## config.mk

```make
export PLATFORM = sky130hd
export DESIGN_NAME = tour_cmd
export DESIGN_NICKNAME = d
export VERILOG_FILES = /design/src/rtl/knight_pkg.sv /design/src/rtl/tour_move_decode.sv /design/src/rtl/tour_cmd.sv
export SDC_FILE = /design/constraint.sdc
export NUM_CORES = 1
export LEC_CHECK = 0
export ABC_CLOCK_PERIOD_IN_PS = 2300
export BUFFER_PORTS_ARGS = -buffer_cell sky130_fd_sc_hd__buf_2
export CAP_MARGIN = 20
export CORE_ASPECT_RATIO = 0.6
export CORE_MARGIN = 2
export CORE_UTILIZATION = 45
export CTS_BUF_LIST = sky130_fd_sc_hd__clkbuf_8
export CTS_CLUSTER_DIAMETER = 30
export DETAILED_ROUTE_END_ITERATION = 12
export PLACE_DENSITY = 0.8
export SLEW_MARGIN = 10
export SYNTH_ARGS = -nofsm -noshare
export SYNTH_HDL_FRONTEND = slang
export SYNTH_SLANG_ARGS = --single-unit
```

## constraint.sdc

```tcl
create_clock -name clk -period 2.3 [get_ports clk]
set_clock_uncertainty 0.15 [all_clocks]
set_input_delay 0.46 -clock clk [delete_from_list [all_inputs] [get_ports clk]]
set_output_delay 0.46 -clock clk [all_outputs]
set_load 0.02 [all_outputs]
```

## src/rtl/knight_pkg.sv

```systemverilog
// -----------------------------------------------------------------------------
// knight_pkg
// Shared constants and types for the knight's-tour command sequencer.
//   - Command opcodes (move / move with fanfare)
//   - Heading codes for the command heading field
//   - Response bytes returned to the UART
//   - Sequencer state enumeration
//   - make_cmd(): packs {opcode, heading, squares} into a 16-bit command
// -----------------------------------------------------------------------------
package knight_pkg;

  localparam logic [3:0] O_MOVE   = 4'h4;
  localparam logic [3:0] O_MOVE_F = 4'h5;

  localparam logic [7:0] H_NORTH  = 8'h00;
  localparam logic [7:0] H_WEST   = 8'h3F;
  localparam logic [7:0] H_SOUTH  = 8'h7F;
  localparam logic [7:0] H_EAST   = 8'hBF;

  localparam logic [7:0] RESP_DONE = 8'hA5;
  localparam logic [7:0] RESP_ACK  = 8'h5A;

  // Move register value out of reset (decodes as the bit0 move).
  localparam logic [7:0] MOVE_RESET = 8'h01;

  typedef enum logic [2:0] {
    IDLE      = 3'd0,
    LOAD      = 3'd1,
    VERT      = 3'd2,
    VERT_WAIT = 3'd3,
    HORZ      = 3'd4,
    HORZ_WAIT = 3'd5
  } tour_state_t;

  function automatic logic [15:0] make_cmd(input logic [3:0] opcode,
                                           input logic [7:0] heading,
                                           input logic [3:0] squares);
    return {opcode, heading, squares};
  endfunction

endpackage

```

## src/rtl/tour_move_decode.sv

```systemverilog
// -----------------------------------------------------------------------------
// tour_move_decode
// Combinational translation of a one-hot knight move into the two commands
// that execute it: a vertical move followed by a horizontal move with fanfare.
// The lowest set bit selects the move; an all-zero move is treated as bit0.
//   move      in  8   one-hot move code
//   vert_cmd  out 16  vertical command   (opcode O_MOVE)
//   horz_cmd  out 16  horizontal command (opcode O_MOVE_F)
// -----------------------------------------------------------------------------
module tour_move_decode
  import knight_pkg::*;
(
  input  logic [7:0]  move,
  output logic [15:0] vert_cmd,
  output logic [15:0] horz_cmd
);

  logic [7:0] vert_head_s;
  logic [3:0] vert_sq_s;
  logic [7:0] horz_head_s;
  logic [3:0] horz_sq_s;

  // Priority decode of the move bits into heading/distance for each axis.
  always_comb begin
    vert_head_s = H_NORTH;
    vert_sq_s   = 4'd2;
    horz_head_s = H_EAST;
    horz_sq_s   = 4'd1;
    if (move[0]) begin          // (+1,+2)
      vert_head_s = H_NORTH; vert_sq_s = 4'd2;
      horz_head_s = H_EAST;  horz_sq_s = 4'd1;
    end else if (move[1]) begin // (-1,+2)
      vert_head_s = H_NORTH; vert_sq_s = 4'd2;
      horz_head_s = H_WEST;  horz_sq_s = 4'd1;
    end else if (move[2]) begin // (-2,+1)
      vert_head_s = H_NORTH; vert_sq_s = 4'd1;
      horz_head_s = H_WEST;  horz_sq_s = 4'd2;
    end else if (move[3]) begin // (-2,-1)
      vert_head_s = H_SOUTH; vert_sq_s = 4'd1;
      horz_head_s = H_WEST;  horz_sq_s = 4'd2;
    end else if (move[4]) begin // (-1,-2)
      vert_head_s = H_SOUTH; vert_sq_s = 4'd2;
      horz_head_s = H_WEST;  horz_sq_s = 4'd1;
    end else if (move[5]) begin // (+1,-2)
      vert_head_s = H_SOUTH; vert_sq_s = 4'd2;
      horz_head_s = H_EAST;  horz_sq_s = 4'd1;
    end else if (move[6]) begin // (+2,-1)
      vert_head_s = H_SOUTH; vert_sq_s = 4'd1;
      horz_head_s = H_EAST;  horz_sq_s = 4'd2;
    end else if (move[7]) begin // (+2,+1)
      vert_head_s = H_NORTH; vert_sq_s = 4'd1;
      horz_head_s = H_EAST;  horz_sq_s = 4'd2;
    end else begin              // no bit set: same as bit0
      vert_head_s = H_NORTH; vert_sq_s = 4'd2;
      horz_head_s = H_EAST;  horz_sq_s = 4'd1;
    end
  end

  assign vert_cmd = make_cmd(O_MOVE,   vert_head_s, vert_sq_s);
  assign horz_cmd = make_cmd(O_MOVE_F, horz_head_s, horz_sq_s);

endmodule

```

## src/rtl/tour_cmd.sv

```systemverilog
// -----------------------------------------------------------------------------
// tour_cmd
// Command sequencer between the UART command path, the tour solver's move
// memory and the command processor. In IDLE the UART command path is passed
// straight through. A start_tour pulse hands the command port to the
// sequencer, which replays NUM_MOVES solved moves as vertical/horizontal
// command pairs, handshaking each one with the command processor.
//   clk              in  1   system clock
//   rst              in  1   asynchronous active-high reset
//   start_tour       in  1   pulse that starts a tour (honoured in IDLE only)
//   move             in  8   one-hot move read from tour memory at mv_indx
//   mv_indx          out 5   move-memory read index
//   cmd_UART         in  16  command from the UART wrapper
//   cmd_rdy_UART     in  1   UART command valid
//   clr_cmd_rdy_UART out 1   clears the UART command valid
//   cmd              out 16  command to the command processor
//   cmd_rdy          out 1   command valid to the command processor
//   clr_cmd_rdy      in  1   command accepted by the command processor
//   send_resp        in  1   command completed by the command processor
//   resp             out 8   response byte to the UART (0xA5 / 0x5A)
// -----------------------------------------------------------------------------
module tour_cmd
  import knight_pkg::*;
#(
  parameter int NUM_MOVES = 24
) (
  input  logic        clk,
  input  logic        rst,
  input  logic        start_tour,
  input  logic [7:0]  move,
  output logic [4:0]  mv_indx,
  input  logic [15:0] cmd_UART,
  input  logic        cmd_rdy_UART,
  output logic        clr_cmd_rdy_UART,
  output logic [15:0] cmd,
  output logic        cmd_rdy,
  input  logic        clr_cmd_rdy,
  input  logic        send_resp,
  output logic [7:0]  resp
);

  localparam logic [4:0] LAST_IDX = 5'(NUM_MOVES - 1);

  tour_state_t state_r;
  tour_state_t state_nxt_s;
  logic [4:0]  mv_indx_r;
  logic [4:0]  mv_indx_nxt_s;
  logic [7:0]  move_q_r;
  logic [7:0]  move_q_nxt_s;
  logic [15:0] vert_cmd_s;
  logic [15:0] horz_cmd_s;
  logic        last_move_s;

  tour_move_decode u_decode (
    .move     (move_q_r),
    .vert_cmd (vert_cmd_s),
    .horz_cmd (horz_cmd_s)
  );

  assign last_move_s = (mv_indx_r == LAST_IDX);
  assign mv_indx     = mv_indx_r;

  // State, move index and latched move registers.
  always_ff @(posedge clk or posedge rst) begin
    if (rst) begin
      state_r   <= IDLE;
      mv_indx_r <= 5'd0;
      move_q_r  <= MOVE_RESET;
    end else begin
      state_r   <= state_nxt_s;
      mv_indx_r <= mv_indx_nxt_s;
      move_q_r  <= move_q_nxt_s;
    end
  end

  // Next-state logic: walks each move through its two handshaked commands.
  always_comb begin
    state_nxt_s   = state_r;
    mv_indx_nxt_s = mv_indx_r;
    move_q_nxt_s  = move_q_r;
    case (state_r)
      IDLE: begin
        if (start_tour) begin
          state_nxt_s   = LOAD;
          mv_indx_nxt_s = 5'd0;
        end else begin
          state_nxt_s = IDLE;
        end
      end
      LOAD: begin
        // Memory data for the new index is valid during this cycle.
        move_q_nxt_s = move;
        state_nxt_s  = VERT;
      end
      VERT: begin
        if (clr_cmd_rdy) begin
          state_nxt_s = VERT_WAIT;
        end else begin
          state_nxt_s = VERT;
        end
      end
      VERT_WAIT: begin
        if (send_resp) begin
          state_nxt_s = HORZ;
        end else begin
          state_nxt_s = VERT_WAIT;
        end
      end
      HORZ: begin
        if (clr_cmd_rdy) begin
          state_nxt_s = HORZ_WAIT;
        end else begin
          state_nxt_s = HORZ;
        end
      end
      HORZ_WAIT: begin
        if (send_resp) begin
          if (last_move_s) begin
            state_nxt_s = IDLE;
          end else begin
            mv_indx_nxt_s = mv_indx_r + 5'd1;
            state_nxt_s   = LOAD;
          end
        end else begin
          state_nxt_s = HORZ_WAIT;
        end
      end
      default: begin
        state_nxt_s = IDLE;
      end
    endcase
  end

  // Output mux: UART pass-through in IDLE, sequencer commands otherwise.
  always_comb begin
    cmd              = vert_cmd_s;
    cmd_rdy          = 1'b0;
    clr_cmd_rdy_UART = 1'b0;
    resp             = RESP_ACK;
    case (state_r)
      IDLE: begin
        cmd              = cmd_UART;
        cmd_rdy          = cmd_rdy_UART;
        clr_cmd_rdy_UART = clr_cmd_rdy;
        resp             = RESP_DONE;
      end
      LOAD: begin
        cmd = vert_cmd_s;
      end
      VERT: begin
        cmd     = vert_cmd_s;
        cmd_rdy = 1'b1;
      end
      VERT_WAIT: begin
        cmd = vert_cmd_s;
      end
      HORZ: begin
        cmd     = horz_cmd_s;
        cmd_rdy = 1'b1;
      end
      HORZ_WAIT: begin
        cmd = horz_cmd_s;
        if (last_move_s) begin
          resp = RESP_DONE;
        end else begin
          resp = RESP_ACK;
        end
      end
      default: begin
        cmd = vert_cmd_s;
      end
    endcase
  end

endmodule

```

### After elaboration in Yosys (flattened, before gate mapping)

Cells that the tools add are included.

* logic and storage cells: 62
* register bits: 16
* input bits: 30

* muxes and demuxes: 44
* reductions and logical operators: 5
* equality and inequality tests: 9
* $add $sub $neg: 1

Operator list (count)
* $mux 8: 12
* $mux 4: 14
* $pmux 16 s2: 1
* $pmux 3 s6: 1
* $pmux 8 s2: 1
* $mux 5: 3
* $pmux 5 s2: 1
* $mux 7: 1
* $eq 3x2->1 const B: 2
* $eq 3x3->1 const B: 2
* $mux 3: 2
* $ne 2x2->1 const B: 3
* $add 5x1->5 const B: 1
* $eq 5x5->1 const B: 1
* $mux 1: 5
* $mux 2: 2
* $reduce_and 4->1: 1
* $reduce_or 2->1: 2
* $eq 3x1->1 const B: 1
* $logic_not 3->1: 1
* $pmux 1 s2: 1
* $reduce_bool 2->1: 1

### Depth between registers and ports, before layout

Gate-level depths: netlist of the first run.

* depth in word-level cells: 9
* gate-level depth with buffers: 6

### By module

A second synthesis of the first run with hierarchy kept.

* cells, all modules: 178
* area, all modules: 1438.9 um^2

Modules (own cells, without submodules)
* tour_cmd: instances 1, cells an instance 139, area each 1157.4 um^2
* tour_move_decode: instances 1, cells an instance 39, area each 281.5 um^2

### Least setup slack after synthesis of the first run

Ideal clock, no wire load.

* kind: register to output
* start point: register mv_indx_r[0], in the netlist mv_indx[0]
* end point: output resp[3]
* path slack: -0.241 ns
* arrival: 1.931 ns
* buffers on the path: 1
* stages on the path, launching flop included: 6
* cells stage by stage: dfrtp_1 > ha_1 > nand4b_1 > o21bai_1 > inv_1 > buf_4

* cells in the longest elaborated chain, start to end: 3

RTL lines
* start, declared: line tour_cmd.sv:46 `logic [4:0] mv_indx_r;`
* start signal, assigned: line tour_cmd.sv:71 `mv_indx_r <= mv_indx_nxt_s;`
* $eq 5x5->1: line tour_cmd.sv:60 `assign last_move_s = (mv_indx_r == LAST_IDX);`
* $mux 8: line tour_cmd.sv:163 `if (last_move_s) begin`
* $pmux 8 s2: line tour_cmd.sv:140 `case (state_r)`
* end, declared: line tour_cmd.sv:39 `output logic [7:0] resp`

Every way passes these cells.

### Final worst setup path of the first run

* start point: register state_r[1]
* end point: output cmd[0]

* cells in the longest elaborated chain, start to end: 3
* elaborated cells on any way between the ends: 5

RTL lines
* start, declared: line tour_cmd.sv:44 `tour_state_t state_r;`
* start signal, assigned: line tour_cmd.sv:70 `state_r <= state_nxt_s;`
* $eq 3x3->1: line tour_cmd.sv:140
* $reduce_or 2->1 (no line)
* $pmux 16 s2 (*): line tour_cmd.sv:140
* end, declared: line tour_cmd.sv:35 `output logic [15:0] cmd,`

Every way passes the cells marked *; elsewhere a longest branch is shown, timed or not.

==> impl_metrics.json, run 1 <==
{
  "setup_tns_ns": 0,
  "p_int_mw": 1.189,
  "fill_cells": 196,
  "crit_path_start_kind": "register",
  "synthTopCellsByArea": "dfrtp_1 (33%), mux2_2 (7.8%), a21o_1 (5.2%), buf_4 (4.6%), nor4_4 (3.7%)",
  "coreArea_um2": 2470,
  "holdBufCountCts": 0,
  "cts_tree": "done",
  "overflow": 0,
  "finish.utilization": 0.6297,
  "pwr-share-comb": 0.679,
  "crit_type": "register to output port",
  "ios": 61,
  "nNetsFinal": 209,
  "grt_pass1_wl_um": 4754,
  "drv_cap": 0,
  "antenna_found_initial": 0,
  "start_util": 0.4676,
  "synth_ff_type": "dfrtp_1",
  "setup_viol": 0,
  "crit_arrival_ns": 1.64,
  "avgRoutedWirePerCell_um": 14.35,
  "pwr-share-seq": 0.232,
  "grt_max_degree": 17,
  "cp.required_ns": 1.69,
  "dp.cells": 202,
  "cts_max_level": 1,
  "syn-num-nets": 148,
  "postRouteAntennaNets": 0,
  "clockBufferDepth": 2,
  "grt_usage": 0.2029,
  "endpoint_kind": "output port",
  "seqCellArea_um2": 402.9,
  "final_cells": 209,
  "hp-class": "primary input to async pin",
  "port_buffers": 60,
  "via_count": 1109,
  "synth-seq-cells": 16,
  "period_minus_slack_ns": 2.248,
  "worst_hold_slack_ns": 0.1188,
  "dp_hpwl_um": 2284,
  "die-area_um2": 3001,
  "slew-limit-headroom": 0.5936,
  "postSynthAreaPerCell_um2": 9.871,
  "drive_gt1_frac": 0.5593,
  "cts.clk_slew.worst_paths_ns": 0.06,
  "p_sw_mw": 1.167,
  "synth_largest_area_cell": "dfrtp_1",
  "drtIter0Drc": 39,
  "worstPathMaxFanout": 5,
  "cts_buffers": 3,
  "p_per_area_nw_per_um2": 1515,
  "cellLeakagePower_nw": 0.8053,
  "clockPowerShare": 0.089,
  "fin_crit_sh": 0.9775,
  "synth_area_um2": 1155,
  "postSynthCellCount": 117,
  "drc": 0,
  "worst_pin_slew_ns": 0.6089,
  "r2r.worst_path.cells": 3,
  "outcome": "finished, final reports clean",
  "yosysUniqueCellTypes": 43,
  "ir_worst_vdd_mv": 1.127,
  "synth_top_cell_area_share": 0.3250,
  "multiInputGateArea_um2": 685.7,
  "switching_share": 0.4953,
  "via_per_inst": 5.306,
  "yosysWarnings": 0,
  "fmax_mhz": 444.8,
  "gp_routability_congestion": 0.8083,
  "grt_pass1_vias": 1081,
  "synthToLayoutAreaGrowth_pct": 34.67,
  "drtPass1Iterations": 4,
  "power_mw": 2.356,
  "slew_viol_final": 0,
  "die_y_um": 43.24,
  "yosysSeqAreaShare": 0.3478,
  "antenna_cells": 0,
  "cts-root-buf": "clkbuf_8",
  "clk_latency_ns": 0.25,
  "synth_edf_count": 0,
  "ys_async_sr_fraction": 1.000,
  "rows": 14,
  "postRouteWirelength_um": 2999,
  "hold_violations": 0,
  "cts_sinks": 16,
  "die_w_um": 69.40
}
layer usage:
metal | track usage | vias up | part of all wire
met3 | 0.06176 | 2 | 0.073
li1 | - | 534 | -
met4 | 0.04314 | 0 | 0.0047
met1 | 0.2419 | 523 | 0.43
met5 | 0 | - | 0
met2 | 0.3654 | 50 | 0.49
layout by cell type (no fill, tap or decap), types with 2 or more instances in the layout:
master    count
a21oi_1       6
mux2_2        8
o22ai_1       2
nor4_4        2
xnor2_1       3
clkbuf_8      3
and3_2        2
buf_2        59
dfrtp_1      14
nor3_1        3
nor2b_1       3
nand3_1       2
nor2_2        2
o21ai_0       2
buf_4         8
and2_1        5
nand2_1       7
inv_1         5
a21o_1        8
nor2_1        4
path summary, 6_finish.rpt:
check | startpoint | endpoint | slack [ns]
max in group asynchronous | rst | state_r[1] | 1.45
worst min register to register | move_q_r[7] | move_q_r[7] | 0.39
worst max-delay path | state_r[1] | cmd[0] | 0.05
worst min-delay path | rst | move_q_r[6] | 0.12
worst max register to register | state_r[2] | move_q_r[1] | 0.55
min in group clk | move[3] | move_q_r[3] | 0.29
critical path, cell delays in order (launching register included):
cell and delay [ns]:
dfrtp_2 0.44, and2b_2 0.29, nor2_2 0.06, and3_1 0.18
a211o_1 0.27, buf_6 0.13
through the flow:
step,setup WS [ns],instance area [um^2]
final,0.05170,1555
after detailed placement,0.1687,1440
after global routing,-0.009258,1555
after global placement,0.2261,1440
after CTS,0.001393,1493
after floorplan,0.001897,1159
synthesized netlist by cell type (all sizes together), types with 2 or more instances:
cell type  instances
dfrtp             15
buf               12
mux2               9
a21o               8
nand2              8
a21oi              7
nor2               6
and2               5
nor3               5
inv                4
o21ai              4
and3               3
nor2b              3
xnor2              3
nand2b             2
nand3              2
nor4               2
o22ai              2
o31ai              2
cell type report:
class                      instances  area share
tap                               32     0.02574
inverter                           4    0.009654
clock buffer                       3     0.02655
sequential                        16      0.2591
multi-input combinational         85      0.4409
timing repair buffer              68      0.2357
clock inverter                     1    0.002414
power by group through the flow:
stage / clock [mW] / combinational (mW) / sequential, mW
after floorplan: 0 / 1.19 / 0.484
after global placement: 0 / 1.46 / 0.507
after detailed placement: 0 / 1.50 / 0.515
after CTS: 0.217 / 1.51 / 0.518
after global routing: 0.230 / 1.72 / 0.561
final: 0.210 / 1.60 / 0.547
state kept, by name, indices dropped and copies added (netlist names):
name / cells
state_r: 3
move_q_r: 8
mv_indx: 5
timing repair:
item / CTS / global route
setup buffers: 0 / 3
pin swaps: 0 / 3
endpoints found under the setup margin: 6 / 12
resized for setup: 1 / 11
cell families (layout without fill, tap and decap cells):
logic type	Yosys count	count (layout)	share of synthesized area
simple gates	40	40	0.2438
compound gates	31	31	0.1820
flops	16	16	0.3478
buf+inv	16	76	0.09642
mux	10	10	0.09643
xor+xnor	3	3	0.02276
fa+ha+maj	1	1	0.01083
(Power assumes the default switching activity.)
==> run 2, diff against run 1 <==
--- a/config.mk
+++ b/config.mk
@@ -9,5 +9,5 @@
 export BUFFER_PORTS_ARGS = -buffer_cell sky130_fd_sc_hd__buf_2
 export CAP_MARGIN = 20
-export CORE_ASPECT_RATIO = 0.6
+export CORE_ASPECT_RATIO = 1.1
 export CORE_MARGIN = 2
 export CORE_UTILIZATION = 45
==> constraint.sdc (replaced) <==
create_clock -name clk -period 2.3 [get_ports clk]
set_clock_uncertainty 0.15 [all_clocks]
set_input_delay 0.345 -clock clk [delete_from_list [all_inputs] [get_ports clk]]
set_output_delay 0.345 -clock clk [all_outputs]
set_load 0.02 [all_outputs]
==> impl_metrics.json, run 2 (same netlist as run 1, synthesis figures left out) <==
{
  "outcome": "finished, violations left",
  "violations": "hold timing",
  "die-area_um2": 2988,
  "cts.clk_slew.worst_paths_ns": 0.06,
  "crit_arrival_ns": 1.70,
  "largest_register": "move_q_r",
  "startpoint": "state_r[1]",
  "r2r.worst_path.cells": 5,
  "drive_gt1_frac": 0.5318,
  "antenna_found_initial": 0,
  "worstPathMaxFanout": 10,
  "final_cells": 204,
  "postRouteWirelength_um": 2744,
  "endpoint_kind": "output port",
  "grt_pass1_wl_um": 4312,
  "setup_viol": 0,
  "overflow": 0,
  "port_buffers": 60,
  "grt_usage": 0.1896,
  "r2r_start": "mv_indx[0]",
  "reg2reg_slack_ns": 0.53,
  "worst_pin_slew_ns": 0.5981,
  "cts_tree": "done",
  "avgRoutedWirePerCell_um": 13.45,
  "largest_register_ffs": 8,
  "drv_cap": 0,
  "rows": 19,
  "final_common_cell": "buf_2",
  "synthToLayoutAreaGrowth_pct": 30.23,
  "antenna_cells": 0,
  "rsz0062_at_grt": "false",
  "via_count": 1060,
  "hold_violations": 9,
  "die_w_um": 52.30,
  "die_y_um": 57.13,
  "period_minus_slack_ns": 2.197,
  "fin_crit_sh": 0.9552,
  "slew_viol_final": 0,
  "crit_type": "register to output port",
  "reg2reg_to": "mv_indx[3]",
  "dp.cells": 200,
  "grt_pass1_vias": 1018,
  "cts_buffers": 3,
  "start_util": 0.4671,
  "p_per_area_nw_per_um2": 1506,
  "ios": 61,
  "ir_worst_vdd_mv": 1.054,
  "cts_sinks": 16,
  "drtPass1Iterations": 4,
  "drc": 0,
  "seqCellArea_um2": 404.1,
  "cts-root-buf": "clkbuf_8",
  "slew-limit-headroom": 0.6008,
  "coreArea_um2": 2472,
  "post-cts-setup-buffer-count": 0,
  "clockBufferDepth": 2,
  "hp-class": "primary input to async pin",
  "cts_max_level": 1,
  "multiInputGateArea_um2": 656.9,
  "setup_tns_ns": 0,
  "cp.required_ns": 1.80,
  "grt_max_degree": 19,
  "crit_path_start_kind": "register",
  "postRouteAntennaNets": 0,
  "via_per_inst": 5.196,
  "worst_hold_slack_ns": -0.004932,
  "dp_hpwl_um": 2208,
  "nNetsFinal": 205,
  "drtIter0Drc": 15,
  "gp_routability_congestion": 0.7687,
  "clk_latency_ns": 0.25,
  "fmax_mhz": 455.2,
  "fill_cells": 237,
  "final_cell_mix": "buf_2 (60), dfrtp_1 (13), mux2_2 (8), a21o_1 (8), nand2_1 (7)",
  "cellLeakagePower_nw": 0.7844
}
-- run 2: routing by layer --
layer  wire length, um  share of wire  GRT usage
met1              1045           0.38     0.2125
met2              1531           0.56     0.3607
met3               134          0.049    0.01309
met4                33          0.012    0.07326
met5                 0              0          0
-- run 2: area by class of cell --
type / count / share of cell area
multi-input cells: 85 / 0.4368
clock buffers: 4 / 0.03661
repair buffers: 64 / 0.2221
flip-flops and latches: 16 / 0.2687
inverters: 4 / 0.009983
well taps: 31 / 0.02579
-- run 2: timing repair --
item | in CTS | in global routing
endpoints found under the setup margin | 2 | 6
gates resized for setup | 1 | 4
endpoints found under the hold margin | 0 | 0
hold buffers | 0 | 0
-- run 2: worst max path at each step --
stage	endpoint	slack [ns]	cells after the start
5_1_grt	resp[1]	0.007	5
3_5_place_dp	cmd[6]	0.27	5
2_1_floorplan	resp[3]	0.12	5
6_report	cmd[0]	0.10	5
3_3_place_gp	cmd[6]	0.30	4
4_1_cts	cmd[5]	0.03	5
-- run 2: critical path: stages, from the launching register on --
cell and delay [ns]:
dfrtp_2 0.49, and2b_2 0.29, nor2_1 0.07, and3_1 0.19, a211o_1 0.25, buf_2 0.15
-- run 2: power by group --
group | internal [mW] | total [mW] | switching, mW
combinational | 0.604 | 1.47 | 0.864
clock | 0.152 | 0.252 | 0.100
sequential | 0.402 | 0.544 | 0.142
-- run 2: metrics by stage --
step,power (mW),hold WS [ns],util,instance area [um^2],setup WS (ns)
detailed placement,1.989,0.2907,0.5789,1431,0.2701
CTS,2.252,0.01608,0.6017,1488,0.02669
global placement,1.947,0.2771,0.5789,1431,0.2990
floorplan,1.672,0.1080,-,1159,0.1169
global route,2.426,0.07380,0.6083,1504,0.007013
finish,2.264,-0.004932,0.6083,1504,0.1031
==> run 3, diff against run 2 <==
PLACE_DENSITY = 0.76   (was 0.8)
SYNTH_HIERARCHICAL = 1   (was not set)
==> impl_metrics.json, run 3 <==
{
  "outcome": "finished, violations left",
  "violations": "hold timing",
  "grt_pass1_vias": 1023,
  "clk_latency_ns": 0.26,
  "endpoint_kind": "output port",
  "slew-limit-headroom": 0.5965,
  "reg2reg_to": "mv_indx[3]",
  "synth_top_cell_area_share": 0.2609,
  "dp_hpwl_um": 2035,
  "multiInputGateArea_um2": 773.2,
  "drtPass1Iterations": 4,
  "rows": 21,
  "coreArea_um2": 3048,
  "via_count": 1234,
  "cts-root-buf": "clkbuf_8",
  "via_per_inst": 4.897,
  "cts_buffers": 3,
  "yosysWarnings": 6,
  "drive_gt1_frac": 0.3807,
  "synth_area_um2": 1439,
  "seqCellArea_um2": 401.6,
  "synth_ff_type": "dfrtp_1",
  "synthTopCellsByArea": "dfrtp_1 (26%), buf_4 (19%), nand2_1 (9.7%), a22oi_1 (9.4%), mux2_2 (6.3%)",
  "setup_tns_ns": 0,
  "reg2reg_slack_ns": 0.47,
  "crit_arrival_ns": 1.68,
  "p_per_area_nw_per_um2": 1434,
  "postSynthAreaPerCell_um2": 8.084,
  "fin_crit_sh": 0.9456,
  "place_ws_ns": 0.3357,
  "drc": 0,
  "cellLeakagePower_nw": 0.8746,
  "cts_tree": "done",
  "grt_usage": 0.1525,
  "yosysUniqueCellTypes": 40,
  "cp.required_ns": 1.80,
  "ys_async_sr_fraction": 1.000,
  "hp-class": "primary input to async pin",
  "start_util": 0.4721,
  "die_y_um": 63.31,
  "yosysMostFrequentCell": "nand2_1",
  "rsz0062_at_grt": "false",
  "postRouteAntennaNets": 0,
  "slew_viol_final": 0,
  "cts.clk_slew.worst_paths_ns": 0.07,
  "setup_viol": 0,
  "cts_sinks": 16,
  "largest_register": "move_q_r",
  "die-area_um2": 3666,
  "antenna_found_initial": 0,
  "cts_max_level": 1,
  "postSynthCellCount": 178,
  "worstPathMaxFanout": 21,
  "r2r.worst_path.cells": 4,
  "final_cell_mix": "buf_2 (60), nand2_1 (37), conb_1 (20), a22oi_1 (18), dfrtp_1 (15)",
  "gp_routability_congestion": 0.8173,
  "holdBufCountCts": 0,
  "port_buffers": 60,
  "grt_pass1_wl_um": 4450,
  "synth_edf_count": 0,
  "worst_hold_slack_ns": -0.007054,
  "fmax_mhz": 459.8,
  "ir_worst_vdd_mv": 0.7415,
  "grt_max_degree": 22,
  "clockBufferDepth": 2,
  "synthToLayoutAreaGrowth_pct": 12.70,
  "hold_violations": 7,
  "final_common_cell": "buf_2",
  "die_w_um": 57.92,
  "nNetsFinal": 250,
  "synth_largest_area_cell": "dfrtp_1",
  "postRouteWirelength_um": 2685,
  "synth_common_cells": "nand2_1 (37), buf_4 (36), a22oi_1 (18)",
  "period_minus_slack_ns": 2.175,
  "ios": 61,
  "crit_type": "register to output port",
  "avgRoutedWirePerCell_um": 10.65,
  "layout_setup_ws_ns": 0.1252,
  "largest_register_ffs": 8,
  "antenna_cells": 0,
  "fill_cells": 309,
  "yosysSeqAreaShare": 0.2791,
  "crit_path_start_kind": "register",
  "drtIter0Drc": 63,
  "overflow": 0,
  "worst_pin_slew_ns": 0.6025,
  "r2r_start": "state_r[1]",
  "synth-seq-cells": 16,
  "drv_cap": 0
}
run 3: through the flow:
step | util | total power, mW | area (um^2) | instances
2_1_floorplan | - | 1.858 | 1510 | 196
6_report | 0.5320 | 2.325 | 1622 | 252
3_3_place_gp | 0.5111 | 2.052 | 1558 | 248
4_1_cts | 0.5291 | 2.332 | 1613 | 252
3_5_place_dp | 0.5111 | 2.074 | 1558 | 248
5_1_grt | 0.5320 | 2.528 | 1622 | 252
run 3: layout make-up:
class / instances / share of cell area
tap: 34 / 0.02623
timing repair buffer: 63 / 0.2014
multi-input combinational: 129 / 0.4769
clock buffer: 4 / 0.03395
inverter: 6 / 0.01389
sequential: 16 / 0.2477
run 3: power by group:
part           internal (mW)  switching [mW]
clock network          0.152           0.101
logic                  0.592           0.941
registers              0.397           0.143
total                   1.14            1.18
run 3: how the worst max path moves through the flow:
stage | from | depth (start not counted) | slack (ns) | endpoint
2_1_floorplan | mv_indx[0] | 5 | 0.07 | resp[2]
3_3_place_gp | state_r[2] | 5 | 0.37 | cmd[1]
3_5_place_dp | state_r[2] | 5 | 0.34 | cmd[1]
4_1_cts | state_r[2] | 5 | 0.05 | cmd[8]
5_1_grt | state_r[1] | 5 | 0.01 | resp[2]
6_report | state_r[1] | 5 | 0.13 | resp[7]
run 3: layer usage:
layer / vias up / wire length (um) / global-route usage
met5: - / 0 / 0
met4: 0 / 45 / 0.06105
met3: 5 / 167 / 0.02259
met2: 37 / 1216 / 0.2401
met1: 548 / 1256 / 0.2075
li1: 644 / - / -
run 3: logic make-up (layout without fill, tap and decap cells):
| logic type | after synthesis | after routing | synth area share |
|---|---|---|---|
| muxes | 9 | 9 | 0.06957 |
| DFF | 16 | 16 | 0.2791 |
| adders and majority gates | 1 | 1 | 0.008694 |
| xor gates and xnor gates | 1 | 1 | 0.006088 |
| and+or+nand+nor | 62 | 62 | 0.2035 |
| buffers and inverters | 51 | 73 | 0.2365 |
| other | 2 | 20 | 0.005219 |
| AOI/OAI and AO/OA | 36 | 36 | 0.1913 |
run 3: worst max-delay path, cell delays in order, from the launching register on:
cell and delay, ns:
dfrtp_1 0.49, nor3_2 0.34, buf_6 0.24, a21oi_2 0.07, inv_1 0.10, buf_2 0.17
run 3: what timing repair did:
action                     in CTS  in global routing
buffers inserted                0                  0
resized for setup               0                  2
setup endpoints to repair       0                 10
